File: src/rtl/lsu_req_arbiter.sv
// Two-slot request arbiter merging both AGU pipes onto the single LSU port.
// Grants oldest-first; misaligned requests retire as exceptions instead of going to memory.
module lsu_req_arbiter #(
  parameter int unsigned ADDR_W = 32,
  parameter int unsigned RD_W   = 5,
  parameter int unsigned BE_W   = 4
) (
  input  logic              clk,
  input  logic              rst_n,
  input  logic              flush_i,
  input  logic              a0_valid_i,
  output logic              a0_ready_o,
  input  logic              a0_store_i,
  input  logic [ADDR_W-1:0] a0_addr_i,
  input  logic [ADDR_W-1:0] a0_data_i,
  input  logic [BE_W-1:0]   a0_be_i,
  input  logic [RD_W-1:0]   a0_rd_i,
  input  logic              a0_misal_i,
  input  logic              a1_valid_i,
  output logic              a1_ready_o,
  input  logic              a1_store_i,
  input  logic [ADDR_W-1:0] a1_addr_i,
  input  logic [ADDR_W-1:0] a1_data_i,
  input  logic [BE_W-1:0]   a1_be_i,
  input  logic [RD_W-1:0]   a1_rd_i,
  input  logic              a1_misal_i,
  output logic              m_req_o,
  input  logic              m_ready_i,
  output logic              m_we_o,
  output logic [ADDR_W-1:0] m_addr_o,
  output logic [ADDR_W-1:0] m_wdata_o,
  output logic [BE_W-1:0]   m_be_o,
  output logic [RD_W-1:0]   m_rd_o,
  output logic              m_port_o,
  output logic              exc_valid_o,
  output logic [ADDR_W-1:0] exc_addr_o,
  output logic              exc_store_o,
  output logic              exc_port_o
);

  typedef struct packed {
    logic              store;
    logic              misal;
    logic [ADDR_W-1:0] addr;
    logic [ADDR_W-1:0] data;
    logic [BE_W-1:0]   be;
    logic [RD_W-1:0]   rd;
  } req_t;

  logic full0_q, full1_q, older_q;
  logic full0_d, full1_d, older_d;
  req_t slot0_q, slot1_q, slot0_d, slot1_d;

  logic kill_c, any_full_c, sel_c, drain_c, drain0_c, drain1_c;
  logic ready0_c, ready1_c, load0_c, load1_c, rem0_c, rem1_c;
  logic req_c, exc_c;
  req_t sel_req_c;

  // Selection, drain and slot next-state; reset behaves like a flush.
  always_comb begin
    kill_c     = flush_i | !rst_n;
    any_full_c = full0_q | full1_q;
    sel_c      = (full0_q & full1_q) ? older_q : full1_q;
    sel_req_c  = sel_c ? slot1_q : slot0_q;
    exc_c      = any_full_c & sel_req_c.misal & !kill_c;
    req_c      = any_full_c & !sel_req_c.misal & !kill_c;
    drain_c    = exc_c | (req_c & m_ready_i);
    drain0_c   = drain_c & !sel_c;
    drain1_c   = drain_c & sel_c;
    ready0_c   = !kill_c & (!full0_q | drain0_c);
    ready1_c   = !kill_c & (!full1_q | drain1_c);
    load0_c    = a0_valid_i & ready0_c;
    load1_c    = a1_valid_i & ready1_c;
    rem0_c     = full0_q & !drain0_c;
    rem1_c     = full1_q & !drain1_c;

    full0_d = rem0_c | load0_c;
    full1_d = rem1_c | load1_c;
    // A surviving slot is older than anything loaded alongside it.
    older_d = (rem0_c & rem1_c) ? older_q : (rem1_c & !rem0_c);
    slot0_d = slot0_q;
    slot1_d = slot1_q;
    if (load0_c) slot0_d = '{a0_store_i, a0_misal_i, a0_addr_i, a0_data_i, a0_be_i, a0_rd_i};
    if (load1_c) slot1_d = '{a1_store_i, a1_misal_i, a1_addr_i, a1_data_i, a1_be_i, a1_rd_i};
    if (kill_c) begin
      full0_d = 1'b0;
      full1_d = 1'b0;
      older_d = 1'b0;
    end
  end

  always_ff @(posedge clk) begin
    if (!rst_n) begin
      full0_q <= 1'b0;
      full1_q <= 1'b0;
      older_q <= 1'b0;
      slot0_q <= '0;
      slot1_q <= '0;
    end else begin
      full0_q <= full0_d;
      full1_q <= full1_d;
      older_q <= older_d;
      slot0_q <= slot0_d;
      slot1_q <= slot1_d;
    end
  end

  assign a0_ready_o  = ready0_c;
  assign a1_ready_o  = ready1_c;
  assign m_req_o     = req_c;
  assign m_we_o      = sel_req_c.store;
  assign m_addr_o    = sel_req_c.addr;
  assign m_wdata_o   = sel_req_c.data;
  assign m_be_o      = sel_req_c.be;
  assign m_rd_o      = sel_req_c.rd;
  assign m_port_o    = sel_c;
  assign exc_valid_o = exc_c;
  assign exc_addr_o  = sel_req_c.addr;
  assign exc_store_o = sel_req_c.store;
  assign exc_port_o  = sel_c;

endmodule
File: config.mk
export PLATFORM = sky130hd
export DESIGN_NAME = lsu_req_arbiter
export DESIGN_NICKNAME = d
export VERILOG_FILES = /design/src/rtl/lsu_req_arbiter.sv
export SDC_FILE = /design/constraint.sdc
export NUM_CORES = 1
export LEC_CHECK = 0
export CORE_ASPECT_RATIO = 0.5
export CORE_MARGIN = 4
export CORE_UTILIZATION = 35
export DETAILED_ROUTE_END_ITERATION = 6
export PLACE_DENSITY = 0.66
export SLEW_MARGIN = 30
export SYNTH_ARGS = -nofsm -noshare
export SYNTH_HDL_FRONTEND = slang
export SYNTH_SLANG_ARGS = --single-unit
export TNS_END_PERCENT = 50
File: constraint.sdc
create_clock -name clk -period 4.3 [get_ports clk]
set_input_delay 0.43 -clock clk [delete_from_list [all_inputs] [get_ports clk]]
set_output_delay 0.43 -clock clk [all_outputs]
set_load 0.02 [all_outputs]
==> results of run 1 <==
## synth_stat cells, types with 2 or more instances
library cell,instances,area share
sky130_fd_sc_hd__a21boi_0,50,0.052
sky130_fd_sc_hd__a21boi_1,98,0.10
sky130_fd_sc_hd__a21oi_1,2,0.0014
sky130_fd_sc_hd__buf_1,2,0.0010
sky130_fd_sc_hd__buf_2,16,0.011
sky130_fd_sc_hd__buf_4,40,0.041
sky130_fd_sc_hd__buf_6,16,0.025
sky130_fd_sc_hd__clkbuf_1,31,0.016
sky130_fd_sc_hd__clkbuf_2,3,0.0021
sky130_fd_sc_hd__dfxtp_1,153,0.42
sky130_fd_sc_hd__mux2_1,8,0.012
sky130_fd_sc_hd__mux2_2,64,0.099
sky130_fd_sc_hd__mux2_4,2,0.0041
sky130_fd_sc_hd__nand2_1,152,0.079
sky130_fd_sc_hd__nand2b_1,2,0.0017
sky130_fd_sc_hd__nand3_1,77,0.053
sky130_fd_sc_hd__nor2_1,7,0.0036
sky130_fd_sc_hd__nor2b_1,3,0.0026
sky130_fd_sc_hd__o21ai_0,77,0.053
## stage by stage
step | cells | cell area [um2] | utilization | setup slack, ns | hold slack, ns
floorplan | 817 | 7250 | - | 2.27 | 0.431
global placement | 1251 | 9690 | 0.487 | 1.13 | 0.438
detailed placement | 1252 | 9710 | 0.488 | 0.992 | 0.443
CTS | 1284 | 10300 | 0.518 | 0.567 | 0.436
global route | 1285 | 10300 | 0.519 | 0.402 | 0.450
finish | 1285 | 10300 | 0.519 | 0.592 | 0.451
## registers in the layout (all words and copies together), names as in the netlist
signal,flops
slot0_q,75
slot1_q,75
full0_q,1
full1_q,1
older_q,1
## cell families after synthesis
| kind of cell | Yosys count | synth area share |
|---|---|---|
| buffers and inverters | 110 | 0.0975 |
| and+or+nand+nor | 244 | 0.145 |
| DFF | 153 | 0.422 |
| muxes | 74 | 0.116 |
| AOI/OAI and AO/OA | 236 | 0.219 |
## tightest hold or removal path, delay by kind of cell (launching register included)
family	cells	cell delay, ns
compound gates	1	0.05
flops	1	0.31
simple gates	1	0.05
## power by group through the flow
| stage | Combinational, uW | Sequential (uW) | Clock [uW] |
|---|---|---|---|
| 2_1_floorplan | 330 | 1540 | 0 |
| 3_3_place_gp | 594 | 1550 | 0 |
| 3_5_place_dp | 604 | 1550 | 0 |
| 4_1_cts | 607 | 1520 | 1570 |
| 5_1_grt | 649 | 1520 | 1620 |
| 6_report | 601 | 1520 | 1530 |
## routing by layer
layer | up-vias | share of wire | wire [um] | track usage
met3 | 19 | 0.035 | 778 | 0.0331
li1 | 3142 | - | - | -
met5 | - | 0 | 0 | 0
met2 | 122 | 0.50 | 11200 | 0.332
met1 | 3134 | 0.45 | 10200 | 0.238
met4 | 0 | 0.015 | 335 | 0.0533
## area by class of cell
cell class                 instances  area (um2)  share of cell area
clock inverter                    14         163              0.0157
sequential                       153        3060               0.296
inverter                           2        7.51            0.000726
clock buffer                      18         439              0.0425
multi-input combinational        554        3520               0.340
timing repair buffer             278        2810               0.272
tap                              266         333              0.0322
## path summary, 6_finish.rpt
| path | startpoint | endpoint | slack [ns] | cells after the start |
|---|---|---|---|---|
| max | older_q$_SDFFE_PP0N_ | m_addr_o[5] | 0.59 | 5 |
| min | slot0_q[56]$_SDFFE_PN0P_ | slot0_q[56]$_SDFFE_PN0P_ | 0.45 | 2 |
| max reg2reg | full0_q$_SDFF_PP0_ | slot1_q[7]$_SDFFE_PN0P_ | 2.09 | 5 |
| min reg2reg | slot0_q[56]$_SDFFE_PN0P_ | slot0_q[56]$_SDFFE_PN0P_ | 0.45 | 2 |
==> metrics.txt, run 1 <==
# TYPE chip_impl_metric gauge
chip_impl_metric{name="detail_route.drc_violations",unit=""} 0
chip_impl_metric{name="final-setup-viol-count",unit=""} 0
chip_impl_metric{name="netlist-cell-type-count",unit=""} 33
chip_impl_metric{name="h-tree-depth",unit=""} 4
chip_impl_metric{name="synthesis.area",unit="mm2"} 0.00725
chip_impl_info{name="synth_ff_type",value="sky130_fd_sc_hd__dfxtp_1"} 1
chip_impl_metric{name="power_per_cell_area",unit="mW/mm2"} 353
chip_impl_metric{name="maxCapViolCount",unit=""} 0
chip_impl_metric{name="cell_internal_pwr",unit="uW"} 2690
chip_impl_metric{name="f_max",unit="MHz"} 270
chip_impl_metric{name="seq_power_share",unit=""} 0.416
chip_impl_metric{name="finalClockSkew",unit="ns"} 0.0117
chip_impl_metric{name="drt-total-wl",unit="um"} 22500
chip_impl_metric{name="yosys_warnings",unit=""} 0
chip_impl_metric{name="die_width",unit="um"} 212
chip_impl_metric{name="num-fill-cells",unit=""} 1826
chip_impl_metric{name="crit_path_max_cell_delay",unit="ns"} 0.79
chip_impl_metric{name="ys_async_sr_fraction",unit=""} 0
chip_impl_info{name="top_library_cells_by_usage_in_the_layout_fill_and_taps_aside",value="sky130_fd_sc_hd__clkdlybuf4s50_1 (267), sky130_fd_sc_hd__dfxtp_1 (153), sky130_fd_sc_hd__nand2_1 (152)"} 1
chip_impl_metric{name="synth_cells",unit=""} 817
chip_impl_metric{name="swShare",unit=""} 0.261
chip_impl_metric{name="cts.hold.buffers_added",unit=""} 0
chip_impl_metric{name="seq_area_frac_synth",unit=""} 0.422
chip_impl_info{name="worstSetupStartpointType",value="flip-flop"} 1
chip_impl_metric{name="fin_tns_setup",unit="ns"} 0
chip_impl_metric{name="route.detailed.vias_per_inst",unit=""} 4.99
chip_impl_metric{name="total_core_area",unit="mm2"} 0.0199
chip_impl_metric{name="total_congestion_overflow",unit=""} 0
chip_impl_info{name="worst-setup-path-type",value="flip-flop to output port"} 1
chip_impl_metric{name="area_growth",unit="%"} 42.5
chip_impl_metric{name="final_min_period_over_clock_period",unit=""} 0.862
chip_impl_metric{name="grt.total_usage",unit=""} 0.188
chip_impl_info{name="cp_slowest_cell",value="sky130_fd_sc_hd__inv_2"} 1
chip_impl_metric{name="timing.critical_path.required",unit="ns"} 3.87
chip_impl_metric{name="power.ir.vdd_worst",unit="uV"} 245
chip_impl_metric{name="globalplace.congestion",unit=""} 0.775
chip_impl_metric{name="clock-sinks",unit=""} 153
chip_impl_metric{name="placement_rows",unit=""} 36
chip_impl_metric{name="count_of_final_max_slew_check_failures",unit=""} 0
chip_impl_metric{name="firstDrtPassIters",unit=""} 5
chip_impl_info{name="cts_tree",value="yes"} 1
chip_impl_metric{name="worst_pin_slew",unit="ns"} 0.942
chip_impl_info{name="outcome",value="finished clean"} 1
chip_impl_info{name="final_common_cell",value="sky130_fd_sc_hd__clkdlybuf4s50_1"} 1
chip_impl_info{name="rsz0062_at_grt",value="no"} 1
chip_impl_info{name="clock_tree.root_cell",value="sky130_fd_sc_hd__clkbuf_16"} 1
chip_impl_metric{name="start_util",unit=""} 0.364
chip_impl_metric{name="grt_pass1_vias",unit=""} 6497
chip_impl_metric{name="p_leak",unit="uW"} 0.00374
chip_impl_info{name="worst_setup_path_end_kind",value="output port"} 1
chip_impl_metric{name="synth_enable_flop_cells",unit=""} 0
chip_impl_metric{name="fp.dieArea",unit="mm2"} 0.0232
chip_impl_metric{name="numCtsBuffers",unit=""} 17
chip_impl_metric{name="final-hold-violation-count",unit=""} 0
chip_impl_metric{name="cts-root-to-sink-buffers",unit=""} 2
chip_impl_metric{name="drt_first_iter_violations",unit=""} 357
chip_impl_metric{name="wl_per_cell",unit="um"} 17.5
chip_impl_metric{name="grt_first_pass_wirelength",unit="um"} 35000
chip_impl_metric{name="cts.repair.resized",unit=""} 0
chip_impl_metric{name="design.portCount",unit=""} 269
chip_impl_metric{name="post_cts_buffers",unit=""} 0
chip_impl_info{name="critPathTopFamily",value="buffers and inverters"} 1
chip_impl_metric{name="numPortBuffers",unit=""} 268
chip_impl_metric{name="post-layout-total-power",unit="uW"} 3650
chip_impl_metric{name="power.switching",unit="uW"} 954
chip_impl_metric{name="clk-insertion-delay-late",unit="ns"} 0.42
chip_impl_metric{name="synth_seq_cells",unit=""} 153
chip_impl_metric{name="final_layout_size_suffix_gt1_frac",unit=""} 0.118
chip_impl_metric{name="share_comb_of_total_power",unit=""} 0.165
chip_impl_metric{name="max-slew-margin-rel",unit=""} 0.371
chip_impl_metric{name="antenna_violating_nets_post_route",unit=""} 0
chip_impl_metric{name="share_of_total_power_in_the_clock_network",unit=""} 0.419
chip_impl_metric{name="grt_start_max_net_pins",unit=""} 118
chip_impl_info{name="cp_cell_sequence",value="nand2b_4, nand2_4, inv_2, mux2_2, clkdlybuf4s50_1"} 1
chip_impl_metric{name="initial_antenna_violation_count",unit=""} 0
chip_impl_metric{name="antenna_cells",unit=""} 0
chip_impl_info{name="worstHoldPathType",value="flip-flop to flip-flop"} 1
chip_impl_metric{name="cp_max_fo",unit=""} 40
chip_impl_metric{name="finalNetCount",unit=""} 1162
chip_impl_metric{name="synthesis.nets",unit=""} 973
chip_impl_metric{name="die_height",unit="um"} 110
chip_impl_metric{name="vias",unit=""} 6417
chip_impl_metric{name="clk_transition_reported_paths",unit="ns"} 0.06
chip_impl_metric{name="fin_crit",unit="ns"} 3.71
chip_impl_metric{name="hpwl",unit="um"} 15100
chip_impl_metric{name="arrival",unit="ns"} 3.28
chip_impl_metric{name="crit_buf_inv",unit=""} 2
chip_impl_metric{name="post_synth.cell_area_avg",unit="um2"} 8.88
Note: power is estimated with default switching activity, not from simulation.
==> run 2, diff against run 1 <==
CORE_UTILIZATION = 48   (was 35)
PLACE_DENSITY = 0.86   (was 0.66)
==> run 2 against run 1 <==
Effect of this change: clock skew shrank 0.0019 ns; non-clock buffer count rose by 2; global-route usage grew 4.8 points; first-iteration DRC count shrank 1.1%; largest cell class unchanged; die area shrank 26%; setup slack lost 0.0028 ns; cell count fell by 5.2%; clock-buffer cell count rose by 2; total power decreased by 0.28%; largest power group is now sequential cells; via count up 3.3%; wire length decreased by 4.0%.
==> metrics.txt, run 2 (same netlist as run 1, synthesis figures left out) <==
# TYPE chip_impl_metric gauge
chip_impl_info{name="worst_hold_path.endpoint",value="slot0_q[21]$_SDFFE_PN0P_"} 1
chip_impl_info{name="worstHoldPathType",value="flip-flop to flip-flop"} 1
chip_impl_metric{name="worst-r2r-cell-count",unit=""} 5
chip_impl_metric{name="initial_antenna_violation_count",unit=""} 0
chip_impl_metric{name="fp.dieArea",unit="mm2"} 0.0173
chip_impl_metric{name="grt.total_usage",unit=""} 0.236
chip_impl_metric{name="r2r_slack",unit="ns"} 1.93
chip_impl_metric{name="drt_first_iter_violations",unit=""} 353
chip_impl_metric{name="min_path_cells",unit=""} 2
chip_impl_metric{name="start_util",unit=""} 0.496
chip_impl_info{name="top_library_cells_by_usage_in_the_layout_fill_and_taps_aside",value="sky130_fd_sc_hd__clkdlybuf4s50_1 (267), sky130_fd_sc_hd__dfxtp_1 (153), sky130_fd_sc_hd__nand2_1 (152)"} 1
chip_impl_metric{name="power.ir.vdd_worst",unit="uV"} 319
chip_impl_metric{name="numCtsBuffers",unit=""} 17
chip_impl_metric{name="drt-total-wl",unit="um"} 21600
chip_impl_metric{name="antenna_cells",unit=""} 0
chip_impl_metric{name="numPortBuffers",unit=""} 268
chip_impl_info{name="rsz0062_at_grt",value="no"} 1
chip_impl_metric{name="cts.hold.buffers_added",unit=""} 0
chip_impl_metric{name="fin_tns_setup",unit="ns"} 0
chip_impl_metric{name="power_per_cell_area",unit="mW/mm2"} 356
chip_impl_metric{name="h-tree-depth",unit=""} 4
chip_impl_metric{name="clk-insertion-delay-late",unit="ns"} 0.41
chip_impl_metric{name="arrival",unit="ns"} 3.28
chip_impl_info{name="cts_tree",value="yes"} 1
chip_impl_metric{name="postLayoutSetupSlackWorst",unit="ns"} 0.589
chip_impl_info{name="worst_setup_path_end_kind",value="output port"} 1
chip_impl_info{name="rr_startpoint",value="full1_q$_SDFF_PP0_"} 1
chip_impl_metric{name="grt_pass1_vias",unit=""} 6655
chip_impl_metric{name="seqCellArea",unit="mm2"} 0.00306
chip_impl_metric{name="die_height",unit="um"} 94.9
chip_impl_metric{name="num-fill-cells",unit=""} 1078
chip_impl_metric{name="timing.critical_path.required",unit="ns"} 3.87
chip_impl_metric{name="hpwl",unit="um"} 14400
chip_impl_metric{name="placement_stage_worst_setup_slack",unit="ns"} 1.07
chip_impl_metric{name="f_max",unit="MHz"} 270
chip_impl_metric{name="final_min_period_over_clock_period",unit=""} 0.863
chip_impl_metric{name="p_leak",unit="uW"} 0.00373
chip_impl_info{name="final_common_cell",value="sky130_fd_sc_hd__clkdlybuf4s50_1"} 1
chip_impl_metric{name="antenna_violating_nets_post_route",unit=""} 0
chip_impl_info{name="worstSetupStartpointType",value="flip-flop"} 1
chip_impl_metric{name="final_layout_size_suffix_gt1_frac",unit=""} 0.117
chip_impl_info{name="clock_tree.root_cell",value="sky130_fd_sc_hd__clkbuf_16"} 1
chip_impl_metric{name="grt_start_max_net_pins",unit=""} 152
chip_impl_metric{name="placement_rows",unit=""} 31
chip_impl_metric{name="finalClockSkew",unit="ns"} 0.00981
chip_impl_metric{name="route.detailed.vias_per_inst",unit=""} 5.44
chip_impl_metric{name="grt_first_pass_wirelength",unit="um"} 33600
chip_impl_metric{name="wl_per_cell",unit="um"} 17.7
chip_impl_info{name="worst-setup-path-type",value="flip-flop to output port"} 1
chip_impl_metric{name="total_congestion_overflow",unit=""} 0
chip_impl_metric{name="die_width",unit="um"} 182
chip_impl_metric{name="final-setup-viol-count",unit=""} 0
chip_impl_metric{name="firstDrtPassIters",unit=""} 5
chip_impl_info{name="largest_registers",value="slot0_q x75, slot1_q x75"} 1
chip_impl_info{name="hold_path_startpoint",value="slot0_q[21]$_SDFFE_PN0P_"} 1
chip_impl_metric{name="finalNetCount",unit=""} 1164
chip_impl_metric{name="vias",unit=""} 6628
chip_impl_metric{name="design.portCount",unit=""} 269
chip_impl_metric{name="clock-sinks",unit=""} 153
chip_impl_metric{name="max-slew-margin-rel",unit=""} 0.385
chip_impl_info{name="crit-reg2reg-capture",value="slot0_q[32]$_SDFFE_PN0P_"} 1
chip_impl_metric{name="multi_input_comb_area",unit="mm2"} 0.00351
chip_impl_metric{name="detail_route.drc_violations",unit=""} 0
chip_impl_metric{name="final-hold-violation-count",unit=""} 0
chip_impl_metric{name="cts-root-to-sink-buffers",unit=""} 2
chip_impl_metric{name="clk_transition_reported_paths",unit="ns"} 0.06
chip_impl_metric{name="worst_pin_slew",unit="ns"} 0.921
chip_impl_metric{name="fin_crit",unit="ns"} 3.71
chip_impl_metric{name="count_of_final_max_slew_check_failures",unit=""} 0
chip_impl_metric{name="total_core_area",unit="mm2"} 0.0146
chip_impl_metric{name="maxCapViolCount",unit=""} 0
chip_impl_info{name="outcome",value="finished clean"} 1
chip_impl_metric{name="cp_max_fo",unit=""} 40
chip_impl_metric{name="post_cts_buffers",unit=""} 0
chip_impl_metric{name="cts.repair.resized",unit=""} 0
chip_impl_metric{name="area_growth",unit="%"} 41.0
chip_impl_metric{name="globalplace.congestion",unit=""} 0.809
[run 2: cell count changes in the layout (fill, tap and decap cells not counted)]
| cell | before | now |
|---|---|---|
| sky130_fd_sc_hd__clkinv_4 | 2 | 1 |
| sky130_fd_sc_hd__buf_12 | 3 | 0 |
| sky130_fd_sc_hd__buf_4 | 5 | 10 |
| sky130_fd_sc_hd__a21bo_2 | 0 | 1 |
| sky130_fd_sc_hd__buf_8 | 2 | 1 |
| sky130_fd_sc_hd__clkinv_2 | 0 | 2 |
| sky130_fd_sc_hd__inv_8 | 1 | 0 |
| sky130_fd_sc_hd__clkbuf_1 | 0 | 2 |
| sky130_fd_sc_hd__buf_16 | 0 | 1 |
| sky130_fd_sc_hd__inv_6 | 5 | 1 |
| sky130_fd_sc_hd__a21bo_4 | 1 | 0 |
| sky130_fd_sc_hd__bufinv_16 | 2 | 3 |
[run 2: metal layers]
metal  vias up  routed length, um  GRT usage
met5         -                  0          0
met4         0                723     0.0886
met3        54               1070     0.0339
met2       229              11100      0.439
met1      3190               8750      0.280
li1       3155                  -          -
[run 2: power by group]
group	internal [uW]	switching (uW)	leakage [uW]
Combinational	323	276	0.00221
Sequential	1480	35.1	0.00125
Clock	927	593	0.000279
[run 2: cell type report]
cell class / count / share of cell area
multi-input combinational: 554 / 0.343
sequential: 153 / 0.300
timing repair buffer: 280 / 0.274
clock buffer: 20 / 0.0437
tap: 198 / 0.0242
clock inverter: 11 / 0.0144
inverter: 2 / 0.000734
[run 2: worst max-delay path by stage]
stage / start / end / slack, ns
detailed placement: older_q$_SDFFE_PP0N_ / m_addr_o[23] / 1.07
floorplan: older_q$_SDFFE_PP0N_ / m_addr_o[13] / 2.27
CTS: older_q$_SDFFE_PP0N_ / m_addr_o[23] / 0.63
global route: older_q$_SDFFE_PP0N_ / m_addr_o[23] / 0.49
finish: older_q$_SDFFE_PP0N_ / exc_addr_o[11] / 0.59
global placement: older_q$_SDFFE_PP0N_ / m_addr_o[8] / 1.17
[run 2: critical path, stage by stage (launching register included)]
cell and delay, ns:
sky130_fd_sc_hd__dfxtp_1 0.48, sky130_fd_sc_hd__nand2b_4 0.22, sky130_fd_sc_hd__nand2_4 0.33, sky130_fd_sc_hd__inv_2 0.83, sky130_fd_sc_hd__mux2_2 0.44, sky130_fd_sc_hd__clkdlybuf4s50_1 0.55
[run 2: stage by stage]
step	total power (uW)	util	hold WS, ns	instances	area [um2]
6_report	3640	0.699	0.451	1218	10200
3_5_place_dp	2140	0.657	0.445	1186	9600
3_3_place_gp	2130	0.655	0.437	1185	9580
2_1_floorplan	1870	-	0.431	817	7250
5_1_grt	3760	0.699	0.469	1218	10200
4_1_cts	3660	0.697	0.446	1217	10200
